[config.mk]
export PLATFORM = sky130hd
export DESIGN_NAME = hazard_ctrl
export DESIGN_NICKNAME = d
export VERILOG_FILES = /design/src/rtl/hazard_pkg.sv /design/src/rtl/hazard_ctrl_fwd_select.sv /design/src/rtl/hazard_ctrl.sv
export SDC_FILE = /design/constraint.sdc
export NUM_CORES = 1
export LEC_CHECK = 0
export ABC_AREA = 0
export BUFFER_PORTS_ARGS = -buffer_cell sky130_fd_sc_hd__buf_2
export CAP_MARGIN = 10
export CORE_UTILIZATION = 35
export CTS_CLUSTER_SIZE = 10
export DETAILED_ROUTE_END_ITERATION = 7
export PLACE_DENSITY = 0.74
export SYNTH_ARGS = -nofsm -noshare
export SYNTH_HDL_FRONTEND = slang
export SYNTH_SLANG_ARGS = --single-unit
[constraint.sdc]
create_clock -name clock -period 4.3 [get_ports clock]
set_clock_uncertainty 0.15 [all_clocks]
set_input_delay 0 -clock clock [delete_from_list [all_inputs] [get_ports clock]]
set_output_delay 0 -clock clock [all_outputs]
set_load 0.05 [all_outputs]
[src/rtl/hazard_pkg.sv]
// Shared types and constants for the pipeline hazard controller.
package hazard_pkg;

  typedef enum logic [1:0] {
    FWD_RF  = 2'b00,
    FWD_WB  = 2'b01,
    FWD_MEM = 2'b10
  } fwd_sel_t;

  typedef enum logic {
    RUN   = 1'b0,
    STALL = 1'b1
  } state_t;

  localparam logic [4:0] REG_ZERO = 5'd0;

endpackage

[src/rtl/hazard_ctrl_fwd_select.sv]
// Forwarding source selection for one EX operand, based on the EX and MEM producers.
module fwd_select
  import hazard_pkg::*;
(
  input  logic [4:0] i_src,
  input  logic       i_en,
  input  logic [4:0] i_exDest,
  input  logic       i_exRegWrite,
  input  logic       i_exReadEn,
  input  logic [4:0] i_memDest,
  input  logic       i_memRegWrite,
  output logic [1:0] o_sel
);

  logic w_exHit;
  logic w_memHit;

  // A load still in EX has no data yet; that case is covered by the stall path.
  assign w_exHit  = i_en & i_exRegWrite & ~i_exReadEn &
                    (i_exDest != REG_ZERO) & (i_exDest == i_src);
  assign w_memHit = i_en & i_memRegWrite &
                    (i_memDest != REG_ZERO) & (i_memDest == i_src);

  always_comb begin
    o_sel = FWD_RF;
    if (w_exHit)
      o_sel = FWD_MEM;
    else if (w_memHit)
      o_sel = FWD_WB;
  end

endmodule

[src/rtl/hazard_ctrl.sv]
// Hazard controller: registered forwarding selects, load-use stall FSM, branch flush.
// Optional performance counters are built when HAZ_PERF_CNT_EN is defined.
module hazard_ctrl
  import hazard_pkg::*;
#(
  parameter int LOAD_LAT = 1,
  parameter int CNT_W    = 16
) (
  input  logic             clock,
  input  logic             reset,
  input  logic [4:0]       id_rs,
  input  logic [4:0]       id_rt,
  input  logic             id_uses_rt,
  input  logic [4:0]       ex_dest,
  input  logic             ex_RegWrite,
  input  logic             ex_read_en,
  input  logic [4:0]       mem_dest,
  input  logic             mem_RegWrite,
  input  logic             mem_branch,
  input  logic             mem_zero,
  output logic [1:0]       FA,
  output logic [1:0]       FB,
  output logic             pc_write_en,
  output logic             ifid_write_en,
  output logic             idex_bubble,
  output logic             flush_ifid,
  output logic             flush_idex,
  output logic             flush_exmem,
  output logic [CNT_W-1:0] stall_cnt,
  output logic [CNT_W-1:0] flush_cnt
);

  localparam logic [2:0] LAT_M1 = 3'(LOAD_LAT - 1);

  state_t     r_state;
  state_t     w_nextState;
  logic [2:0] r_cnt;
  logic [2:0] w_nextCnt;
  logic       w_stall;
  logic       w_branch;
  logic       w_loadUse;
  logic [1:0] w_selA;
  logic [1:0] w_selB;
  logic [1:0] r_fa;
  logic [1:0] r_fb;

  assign w_branch  = mem_branch & mem_zero & ~reset;
  assign w_loadUse = ex_read_en & ex_RegWrite & (ex_dest != REG_ZERO) &
                     ((ex_dest == id_rs) | (id_uses_rt & (ex_dest == id_rt)));

  fwd_select u_fwdA (
    .i_src         (id_rs),
    .i_en          (1'b1),
    .i_exDest      (ex_dest),
    .i_exRegWrite  (ex_RegWrite),
    .i_exReadEn    (ex_read_en),
    .i_memDest     (mem_dest),
    .i_memRegWrite (mem_RegWrite),
    .o_sel         (w_selA)
  );

  fwd_select u_fwdB (
    .i_src         (id_rt),
    .i_en          (id_uses_rt),
    .i_exDest      (ex_dest),
    .i_exRegWrite  (ex_RegWrite),
    .i_exReadEn    (ex_read_en),
    .i_memDest     (mem_dest),
    .i_memRegWrite (mem_RegWrite),
    .o_sel         (w_selB)
  );

  always_ff @(posedge clock) begin
    if (reset) begin
      r_state <= RUN;
      r_cnt   <= 3'd0;
    end else begin
      r_state <= w_nextState;
      r_cnt   <= w_nextCnt;
    end
  end

  // The RUN cycle that detects the hazard is the first bubble; STALL adds LOAD_LAT-1 more.
  always_comb begin
    w_nextState = r_state;
    w_nextCnt   = r_cnt;
    w_stall     = 1'b0;
    if (w_branch) begin
      w_nextState = RUN;
      w_nextCnt   = 3'd0;
    end else begin
      case (r_state)
        RUN: begin
          if (w_loadUse) begin
            w_stall = 1'b1;
            if (LOAD_LAT > 1) begin
              w_nextState = STALL;
              w_nextCnt   = LAT_M1;
            end
          end
        end
        STALL: begin
          w_stall = 1'b1;
          if (r_cnt <= 3'd1) begin
            w_nextState = RUN;
            w_nextCnt   = 3'd0;
          end else begin
            w_nextCnt = r_cnt - 3'd1;
          end
        end
        default: begin
          w_nextState = RUN;
          w_nextCnt   = 3'd0;
        end
      endcase
    end
    if (reset)
      w_stall = 1'b0;
  end

  assign pc_write_en   = ~w_stall;
  assign ifid_write_en = ~w_stall;
  assign idex_bubble   = w_stall;
  assign flush_ifid    = w_branch;
  assign flush_idex    = w_branch;
  assign flush_exmem   = w_branch;

  // Selects follow the instruction entering EX, so a bubble or squash clears them.
  always_ff @(posedge clock) begin
    if (reset) begin
      r_fa <= FWD_RF;
      r_fb <= FWD_RF;
    end else if (w_stall | w_branch) begin
      r_fa <= FWD_RF;
      r_fb <= FWD_RF;
    end else begin
      r_fa <= w_selA;
      r_fb <= w_selB;
    end
  end

  assign FA = r_fa;
  assign FB = r_fb;

`ifdef HAZ_PERF_CNT_EN
  logic [CNT_W-1:0] r_stallCnt;
  logic [CNT_W-1:0] r_flushCnt;

  always_ff @(posedge clock) begin
    if (reset) begin
      r_stallCnt <= '0;
      r_flushCnt <= '0;
    end else begin
      if (w_stall && (r_stallCnt != {CNT_W{1'b1}}))
        r_stallCnt <= r_stallCnt + 1'b1;
      if (w_branch && (r_flushCnt != {CNT_W{1'b1}}))
        r_flushCnt <= r_flushCnt + 1'b1;
    end
  end

  assign stall_cnt = r_stallCnt;
  assign flush_cnt = r_flushCnt;
`else
  assign stall_cnt = '0;
  assign flush_cnt = '0;
`endif

endmodule

==> results of run 1 <==
-- critical path, delay by kind of cell --
family	cells	cell delay, ns
buffers and inverters	3	1.23
and+or+nand+nor	2	0.42
xor gates and xnor gates	1	0.16
AOI/OAI and AO/OA	1	0.21
-- flip-flops by register name, summed over array words and instances, names as in the netlist --
signal / flops
r_cnt: 3
FB: 2
r_state: 1
FA: 2
-- placed cells by master, fill, tap and decap left out, types with 2 or more instances in the layout --
cell,instances
xor2_1,13
nand2_1,4
dlygate4sd3_1,9
nand3_1,5
buf_2,37
dfxtp_1,8
conb_1,32
inv_1,3
a211oi_1,2
xnor2_1,7
or4_1,3
o21ai_0,3
a21oi_1,4
nor2_1,6
clkbuf_4,3
nor4_1,2
-- stage by stage --
| step | setup slack [ns] | cells |
|---|---|---|
| floorplan | 2.06 | 137 |
| global placement | 2.61 | 167 |
| detailed placement | 2.58 | 167 |
| CTS | 2.33 | 179 |
| global route | 2.22 | 179 |
| finish | 2.33 | 179 |
-- power by group --
part	total [mW]	internal (mW)	switching, mW	leakage (nW)
Combinational	0.116	0.0268	0.0890	0.436
Clock	0.0574	0.0319	0.0255	0.0138
Sequential	0.0744	0.0744	0.0000438	0.0644
-- cell type report --
| cell class | instances | area, um^2 | area share |
|---|---|---|---|
| multi-input combinational | 91 | 528 | 0.512 |
| tap | 28 | 35.0 | 0.0339 |
| timing repair buffer | 46 | 275 | 0.267 |
| clock buffer | 3 | 22.5 | 0.0218 |
| inverter | 3 | 11.3 | 0.0109 |
| sequential | 8 | 160 | 0.155 |
-- layer usage --
layer | global-route usage | wire (um) | share of wire | up-vias
li1 | - | - | - | 379
met1 | 0.145 | 693 | 0.41 | 342
met2 | 0.221 | 794 | 0.48 | 46
met3 | 0.0238 | 151 | 0.090 | 4
met4 | 0.0926 | 32 | 0.019 | 0
met5 | 0 | 0 | 0 | -
-- path summary, 6_finish.rpt --
check	endpoint	cells past startpoint	slack (ns)	startpoint
worst min-delay path	FB[1]$_SDFF_PP0_	4	0.0003	id_rt[0]
worst max register to register	FB[0]$_SDFF_PP0_	4	2.64	r_state$_SDFF_PP0_
worst min register to register	r_cnt[2]$_SDFFE_PP0P_	2	0.35	r_cnt[2]$_SDFFE_PP0P_
worst max-delay path	FB[0]$_SDFF_PP0_	7	2.33	id_rt[0]
-- what timing repair did --
action / CTS / global route
endpoints found under the hold margin: 7 / 0
gates resized for setup: 0 / 0
hold buffers: 9 / 0
-- kinds of logic after synthesis --
family | after synthesis | share of synthesized area
AND/OR/NAND/NOR | 23 | 0.142
XOR/XNOR | 20 | 0.207
other | 1 | 0.00443
flip-flops | 8 | 0.189
adder cells (fa/ha/maj) | 1 | 0.0148
multiplexers | 1 | 0.0133
AO/OA/AOI/OAI | 14 | 0.105
buffers and inverters | 38 | 0.324
-- synthesized netlist by cell type --
master / number
xor2_1: 13
a21o_1: 1
xnor2_1: 7
a211oi_1: 2
o211ai_1: 1
nor3_1: 1
conb_1: 1
or3_1: 1
nor4_1: 2
o21a_1: 1
dfxtp_1: 8
a22o_1: 1
a21oi_1: 4
buf_4: 35
mux2_2: 1
o21ai_0: 3
a22oi_1: 1
or4_1: 3
and3_4: 1
nor2_1: 6
ha_1: 1
nand2_1: 4
nand3_1: 5
inv_1: 3
==> summary.md, run 1 <==
| Metric | Value |
|---|---|
| Worst Path Arrival | `2.02 ns` |
| Power Total | `248 uW` |
| Initial antenna violation count | `0` |
| Crit-path cells | `buf_2 > xor2_1 > nor4_1 > nand3_1 > dlygate4sd3_1 > a211oi_1 > dlygate4sd3_1` |
| CP Max Fanout | `2` |
| Final #Nets | `182` |
| DRT Wirelength | `1.67 mm` |
| Post-layout util | `0.458` |
| Worst VDD drop | `0.0969 mV` |
| Finished Cell Area | `1030 um^2` |
| Vias per cell | `4.31` |
| Mapped Cells | `106` |
| Post-synth top area share | `0.311` |
| First-pass GRT wire length | `2.55 mm` |
| Largest net degree at the start of global routing | `9` |
| Synth cell types | `24` |
| Share of layout cells above drive strength 1 | `0.278` |
| Synthesis-stage register bit count | `8` |
| Die Ht | `51.2 um` |
| Die area | `2620 um^2` |
| Worst-path clk slew | `0.05 ns` |
| RSZ-0062 raised after global routing | `false` |
| Sequential area share after synthesis | `0.189` |
| Worst EP required | `4.35 ns` |
| First-pass iteration count of the detailed router | `4` |
| Htree depth | `1` |
| TNS Setup | `0 ns` |
| Synth area leaders | `buf_4 31%, dfxtp_1 19%, xor2_1 13%` |
| CP peak stage delay | `0.56 ns` |
| Root Driver | `clkbuf_4` |
| Gr usage total | `0.131` |
| CTS tree | `yes` |
| Crit path kind | `input pin to flip-flop` |
| Maxcap violations | `0` |
| Synth-to-Final Area Change | `22.0%` |
| Final min period | `1.97 ns` |
| Fillcell total | `247` |
| Post-route DRC | `0` |
| Via count | `771` |
| Core Area | `2250 um^2` |
| Final number of hold-violating endpoints | `0` |
| CTS sink cnt | `8` |
| Clock buffer count from CTS | `3` |
| Antenna diodes | `0` |
| Max Fclk | `0.507 GHz` |
| Tightest Hold Check Type | `input pin to flip-flop` |
| Max stage delay cell, worst path | `dlygate4sd3_1` |
| Syn. warnings | `0` |
| Vias in the first global route | `633` |
| Post-DRT Antenna Nets | `0` |
| I/O Buffers | `37` |
| Clk buf depth | `2` |
| Synthesized area | `846 um^2` |
| Overflow after GRT | `0` |
| WL/cell | `9.34 um` |
| Core Rows | `17` |
| Clock latency on the worst-skew pair | `0.26 ns` |
| WHS | `0.000325 ns` |
| Placement Cell Area | `920 um^2` |
| Final Wtd Congestion | `0.847` |
| Initial Util | `0.375` |
| CP most frequent cell | `dlygate4sd3_1` |
| Status | `completed` |
| Pins Over Slew Limit | `0` |
| Postcts setup bufs | `0` |
| Leak pwr | `0.514 nW` |
| Fin crit share | `0.459` |
| Critical Path Start Type | `input pin` |
| Area leader, netlist | `buf_4` |
| Final HPWL DP | `1.38 mm` |
| PwrDens | `240 nW/um^2` |
| Top Ports | `70` |
| CP endpoint kind | `flip-flop` |
| Die Width | `51.2 um` |
| Finish-stage setup viols | `0` |
| Avg Cell Area, Syn | `7.98 um^2` |
| DRT iter0 DRCs | `6` |
(Power assumes the default switching activity.)
==> run 2, diff against run 1 <==
==> constraint.sdc (replaced) <==
create_clock -name clock -period 2 [get_ports clock]
set_clock_uncertainty 0.15 [all_clocks]
set_input_delay 0 -clock clock [delete_from_list [all_inputs] [get_ports clock]]
set_output_delay 0 -clock clock [all_outputs]
set_load 0.05 [all_outputs]
==> summary.md, run 2 (synthesis results as in run 1) <==
| Metric | Value |
|---|---|
| Die Ht | `51.2 um (unchanged)` |
| Vias in the first global route | `644 (+1.7%)` |
| Area of the multi-input gates | `533 um^2 (+0.95%)` |
| Most frequent cells in the layout | `37 x buf_2, 32 x conb_1, 13 x xor2_1, 9 x dlygate4sd3_1, 8 x dfxtp_1` |
| Final #Nets | `182 (unchanged)` |
| Initial antenna violation count | `0 (unchanged)` |
| CP endpoint kind | `flip-flop` |
| RSZ-0062 raised after global routing | `false` |
| Die area | `2620 um^2 (unchanged)` |
| Vias per cell | `4.23 (-1.8%)` |
| First-pass iteration count of the detailed router | `4 (unchanged)` |
| Worst-path clk slew | `0.05 ns (about the same)` |
| Final min period | `1.75 ns` |
| Core Rows | `17 (unchanged)` |
| DRT Wirelength | `1.71 mm (+2.1%)` |
| DRT iter0 DRCs | `14 (+8)` |
| Status | `complete, but fails checks` |
| Antenna diodes | `0 (unchanged)` |
| Synth-to-Final Area Change | `22.6%` |
| Fillcell total | `242 (-2.0%)` |
| Postcts setup bufs | `0 (unchanged)` |
| Worst Path Arrival | `1.78 ns (-0.24 ns)` |
| Clock buffer count from CTS | `3 (unchanged)` |
| Setup ws final | `0.248 ns (-2.08 ns)` |
| Crit path kind | `input pin to flip-flop` |
| Max Fclk | `0.571 GHz` |
| Leak pwr | `0.509 nW (-1.0%)` |
| Fin crit share | `0.876` |
| WHS | `-0.00111 ns (-0.00144 ns)` |
| Top sig layer | `met4` |
| Final std cells w/o fill | `179 (unchanged)` |
| Initial Util | `0.375 (unchanged)` |
| Gr usage total | `0.133 (+0.00278)` |
| Tightest Hold Check Type | `input pin to flip-flop` |
| Biggest register | `r_cnt` |
| Max FFs per register | `3 (unchanged)` |
| Critical Path Start Type | `input pin` |
| Routed wl met2 | `845 um (+6.4%)` |
| Root Driver | `clkbuf_4` |
| TNS Setup | `0 ns (unchanged)` |
| PwrDens | `516 nW/um^2 (+120%)` |
| Worst EP required | `2.02 ns (-2.33 ns)` |
| Place WS | `0.321 ns (-2.26 ns)` |
| I/O Buffers | `37 (unchanged)` |
| CTS tree | `yes` |
| Final number of hold-violating endpoints | `1 (+1)` |
| Worst VDD drop | `0.208 mV (+110%)` |
| Finish-stage setup viols | `0 (unchanged)` |
| Maxcap violations | `0 (unchanged)` |
| Htree depth | `1 (unchanged)` |
| Inst Count DP | `167 (unchanged)` |
| Overflow after GRT | `0 (unchanged)` |
| Clock latency on the worst-skew pair | `0.25 ns (about the same)` |
| Die Width | `51.2 um (unchanged)` |
| CP Max Fanout | `3 (+1)` |
| Routed wl met3 | `132 um (-13%)` |
| Largest net degree at the start of global routing | `9 (unchanged)` |
| First-pass GRT wire length | `2.64 mm (+3.2%)` |
| Most common cell after layout, fill and taps aside | `buf_2` |
| WL/cell | `9.53 um (+2.1%)` |
| CTS sink cnt | `8 (unchanged)` |
| Post-route DRC | `0 (unchanged)` |
| Wl on met1 | `708 um (+2.2%)` |
| Post-DRT Antenna Nets | `0 (unchanged)` |
| Final HPWL DP | `1.47 mm (+6.0%)` |
| Share of layout cells above drive strength 1 | `0.285 (+0.00662)` |
| Via count | `757 (-1.8%)` |
| Top Ports | `70 (unchanged)` |
| Violated checks | `negative hold slack` |
| Pins Over Slew Limit | `0 (unchanged)` |
| Clk buf depth | `2 (unchanged)` |
| FF/Latch Area | `160 um^2 (unchanged)` |
| Final Wtd Congestion | `0.840 (-0.80%)` |
| Core Area | `2250 um^2 (unchanged)` |
run 2: cell counts in the layout (fill, tap and decap cells not counted):
Identical to the previous run, type by type.
run 2: worst paths after layout:
check                                      startpoint                    end  slack (ns)  cells past startpoint
worst min register to register  r_cnt[2]$_SDFFE_PP0P_  r_cnt[2]$_SDFFE_PP0P_        0.35                      2
worst max register to register     r_state$_SDFF_PP0_       FA[0]$_SDFF_PP0_        0.41                      4
worst min-delay path                      ex_RegWrite       FB[0]$_SDFF_PP0_      -0.001                      3
worst max-delay path                            reset       FA[0]$_SDFF_PP0_        0.25                      7
run 2: what timing repair did:
action	in CTS	in global routing
hold endpoints to repair	7	0
hold buffers	9	0
gates resized for setup	0	0
run 2: worst max-delay path, stage by stage:
cell and delay [ns]:
dlygate4sd3_1 0.53, buf_2 0.13, a21o_1 0.17, nor2_1 0.13, o211ai_1 0.12, or4_1 0.53
a21oi_1 0.16
run 2: area by class of cell:
class                           instances  area share
Tap cell                               28      0.0338
Sequential cell                         8       0.154
Inverter                                3      0.0109
Timing Repair Buffer                   46       0.265
Clock buffer                            3      0.0217
Multi-Input combinational cell         91       0.514
run 2: where the power goes:
part	internal (mW)	switching, mW
Sequential	0.160	0.0000720
Combinational	0.0601	0.194
Clock	0.0686	0.0533
run 2: per-layer routing:
| metal | up-vias | GRT usage |
|---|---|---|
| met2 | 45 | 0.235 |
| met1 | 333 | 0.160 |
| met3 | 2 | 0.0179 |
| met5 | - | 0 |
| li1 | 377 | - |
| met4 | 0 | 0.0556 |
run 2: through the flow:
stage | utilization | total power [mW] | cell area (um^2)
final | 0.460 | 0.536 | 1040
after global routing | 0.460 | 0.563 | 1040
after CTS | 0.460 | 0.540 | 1040
after detailed placement | 0.410 | 0.403 | 925
after global placement | 0.410 | 0.400 | 925
after floorplan | - | 0.401 | 967
==> run 3, diff against run 2 <==
--- a/config.mk
+++ b/config.mk
@@ -11,7 +11,7 @@
 export CORE_UTILIZATION = 35
 export CTS_CLUSTER_SIZE = 10
 export DETAILED_ROUTE_END_ITERATION = 7
-export PLACE_DENSITY = 0.74
+export PLACE_DENSITY = 0.77
 export SYNTH_ARGS = -nofsm -noshare
 export SYNTH_HDL_FRONTEND = slang
 export SYNTH_SLANG_ARGS = --single-unit
==> summary.md, run 3 (synthesis results as in run 1) <==
| Metric | Value |
|---|---|
| Final Wtd Congestion | `0.748 (-11%)` |
| Setup ws final | `0.245 ns (-0.00341 ns)` |
| Placement Cell Area | `925 um^2 (unchanged)` |
| DRT Wirelength | `1.61 mm (-5.9%)` |
| Core Area | `2250 um^2 (unchanged)` |
| Post-DRT Antenna Nets | `0 (unchanged)` |
| CP endpoint kind | `flip-flop` |
| Initial Util | `0.375 (unchanged)` |
| Clock Power Share | `0.226 (-0.002)` |
| Gr usage total | `0.130 (-0.00326)` |
| CP Launch Point | `reset` |
| Maxcap violations | `0 (unchanged)` |
| Most frequent cells in the layout | `37 x buf_2, 32 x conb_1, 13 x xor2_1, 9 x dlygate4sd3_1, 8 x dfxtp_1` |
| Vias per cell | `4.10 (-3.0%)` |
| Max Fclk | `0.570 GHz (-0.19%)` |
| Clk buf depth | `2 (unchanged)` |
| RSZ-0062 raised after global routing | `false` |
| Root Driver | `clkbuf_4` |
| Post-route DRC | `0 (unchanged)` |
| Finished Cell Area | `1040 um^2 (unchanged)` |
| First-pass iteration count of the detailed router | `3 (-1)` |
| Final number of hold-violating endpoints | `0 (-1)` |
| Worst Path Arrival | `1.78 ns (about the same)` |
| CTS sink cnt | `8 (unchanged)` |
| Final #Nets | `182 (unchanged)` |
| Worst VDD drop | `0.289 mV (+39%)` |
| Critical Path End | `FA[0]$_SDFF_PP0_` |
| Max FFs per register | `3 (unchanged)` |
| Share of layout cells above drive strength 1 | `0.285 (unchanged)` |
| TNS Setup | `0 ns (unchanged)` |
| Via count | `734 (-3.0%)` |
| Postcts setup bufs | `0 (unchanged)` |
| Pins Over Slew Limit | `0 (unchanged)` |
| CTS tree | `yes` |
| Final min period | `1.76 ns (+0.00341 ns)` |
| Power Total | `532 uW (-0.58%)` |
| Inst Count DP | `167 (unchanged)` |
| Critical Path Start Type | `input pin` |
| Htree depth | `1 (unchanged)` |
| Leak pwr | `0.509 nW (unchanged)` |
| Most common cell after layout, fill and taps aside | `buf_2` |
| Crit path kind | `input pin to flip-flop` |
| Tightest Hold Check Type | `input pin to flip-flop` |
| Share of power burned in combinational logic | `0.473 (about the same)` |
| DRT iter0 DRCs | `6 (-8)` |
| Antenna diodes | `0 (unchanged)` |
| Finish-stage setup viols | `0 (unchanged)` |
| Worst R2R Path Depth | `4 (unchanged)` |
| Initial antenna violation count | `0 (unchanged)` |
| Post-layout util | `0.460 (unchanged)` |
| Biggest register | `r_cnt` |
| CP Max Fanout | `3 (unchanged)` |
| Largest net degree at the start of global routing | `9 (unchanged)` |
| I/O Buffers | `37 (unchanged)` |
| First-pass GRT wire length | `2.58 mm (-2.1%)` |
| WHS | `0.00377 ns (+0.00488 ns)` |
| Die Ht | `51.2 um (unchanged)` |
| Final std cells w/o fill | `179 (unchanged)` |
| Core Rows | `17 (unchanged)` |
| Vias in the first global route | `676 (+5.0%)` |
| WL/cell | `8.97 um (-5.9%)` |
| Worst EP required | `2.02 ns (about the same)` |
| Final HPWL DP | `1.41 mm (-4.1%)` |
| Flop pwr share | `0.301 (+0.002)` |
| Switching Share | `0.458 (-0.00310)` |
| Switch Pwr | `244 uW (-1.3%)` |
| Place WS | `0.316 ns (-0.00508 ns)` |
| PwrDens | `513 nW/um^2 (-0.58%)` |
| Top Ports | `70 (unchanged)` |
| Worst-path clk slew | `0.05 ns (about the same)` |
| Clock latency on the worst-skew pair | `0.25 ns (about the same)` |
| Status | `completed` |
| Overflow after GRT | `0 (unchanged)` |
| Die Width | `51.2 um (unchanged)` |
| Reg2reg start | `r_state$_SDFF_PP0_` |
| Power Internal | `289 uW (about the same)` |
| Die area | `2620 um^2 (unchanged)` |
| Fin crit share | `0.878 (+0.00170)` |
| R2r setup slk | `0.42 ns (about the same)` |
| Clock buffer count from CTS | `3 (unchanged)` |
| Worst R2R End | `FA[0]$_SDFF_PP0_` |
| Synth-to-Final Area Change | `22.6% (unchanged)` |
==> run 3: cell type report <==
cell class,instances,area [um^2]
multi-input cells,91,533
repair buffers,46,275
inverters,3,11.3
fillers,258,1220
well taps,28,35.0
clock buffers,3,22.5
flip-flops and latches,8,160
==> run 3: worst min path at each step <==
| stage | endpoint | cells past startpoint | start | slack (ns) |
|---|---|---|---|---|
| after floorplan | FB[0]$_SDFF_PP0_ | 2 | id_uses_rt | -0.01 |
| after global placement | FB[0]$_SDFF_PP0_ | 3 | id_uses_rt | 0.13 |
| after detailed placement | FB[0]$_SDFF_PP0_ | 3 | id_uses_rt | 0.13 |
| after CTS | FA[1]$_SDFF_PP0_ | 4 | id_rs[1] | 0.005 |
| after global routing | FA[0]$_SDFF_PP0_ | 4 | id_rs[4] | 0.05 |
| final | FA[1]$_SDFF_PP0_ | 4 | id_rs[1] | 0.004 |
==> run 3: layer usage <==
metal / vias up / share of wire / track usage
met5: - / 0 / 0
met4: 0 / 0.012 / 0.0417
met3: 3 / 0.078 / 0.0179
met2: 40 / 0.49 / 0.241
met1: 311 / 0.42 / 0.151
li1: 380 / - / -
==> run 3: timing repair <==
action / CTS / global route
gates resized for setup: 0 / 0
hold buffers: 9 / 0
hold endpoints to repair: 8 / 0
==> run 3: critical path: stages <==
cell           delay (ns)
dlygate4sd3_1        0.54
buf_2                0.13
a21o_1               0.17
nor2_1               0.14
o211ai_1             0.12
or4_1                0.53
a21oi_1              0.15
==> run 3: power by group through the flow <==
| stage | Combinational [mW] | Clock [mW] | Sequential [mW] |
|---|---|---|---|
| 4_1_cts | 0.252 | 0.126 | 0.160 |
| 3_3_place_gp | 0.238 | 0 | 0.163 |
| 6_report | 0.252 | 0.120 | 0.160 |
| 5_1_grt | 0.268 | 0.132 | 0.160 |
| 2_1_floorplan | 0.237 | 0 | 0.165 |
| 3_5_place_dp | 0.239 | 0 | 0.163 |
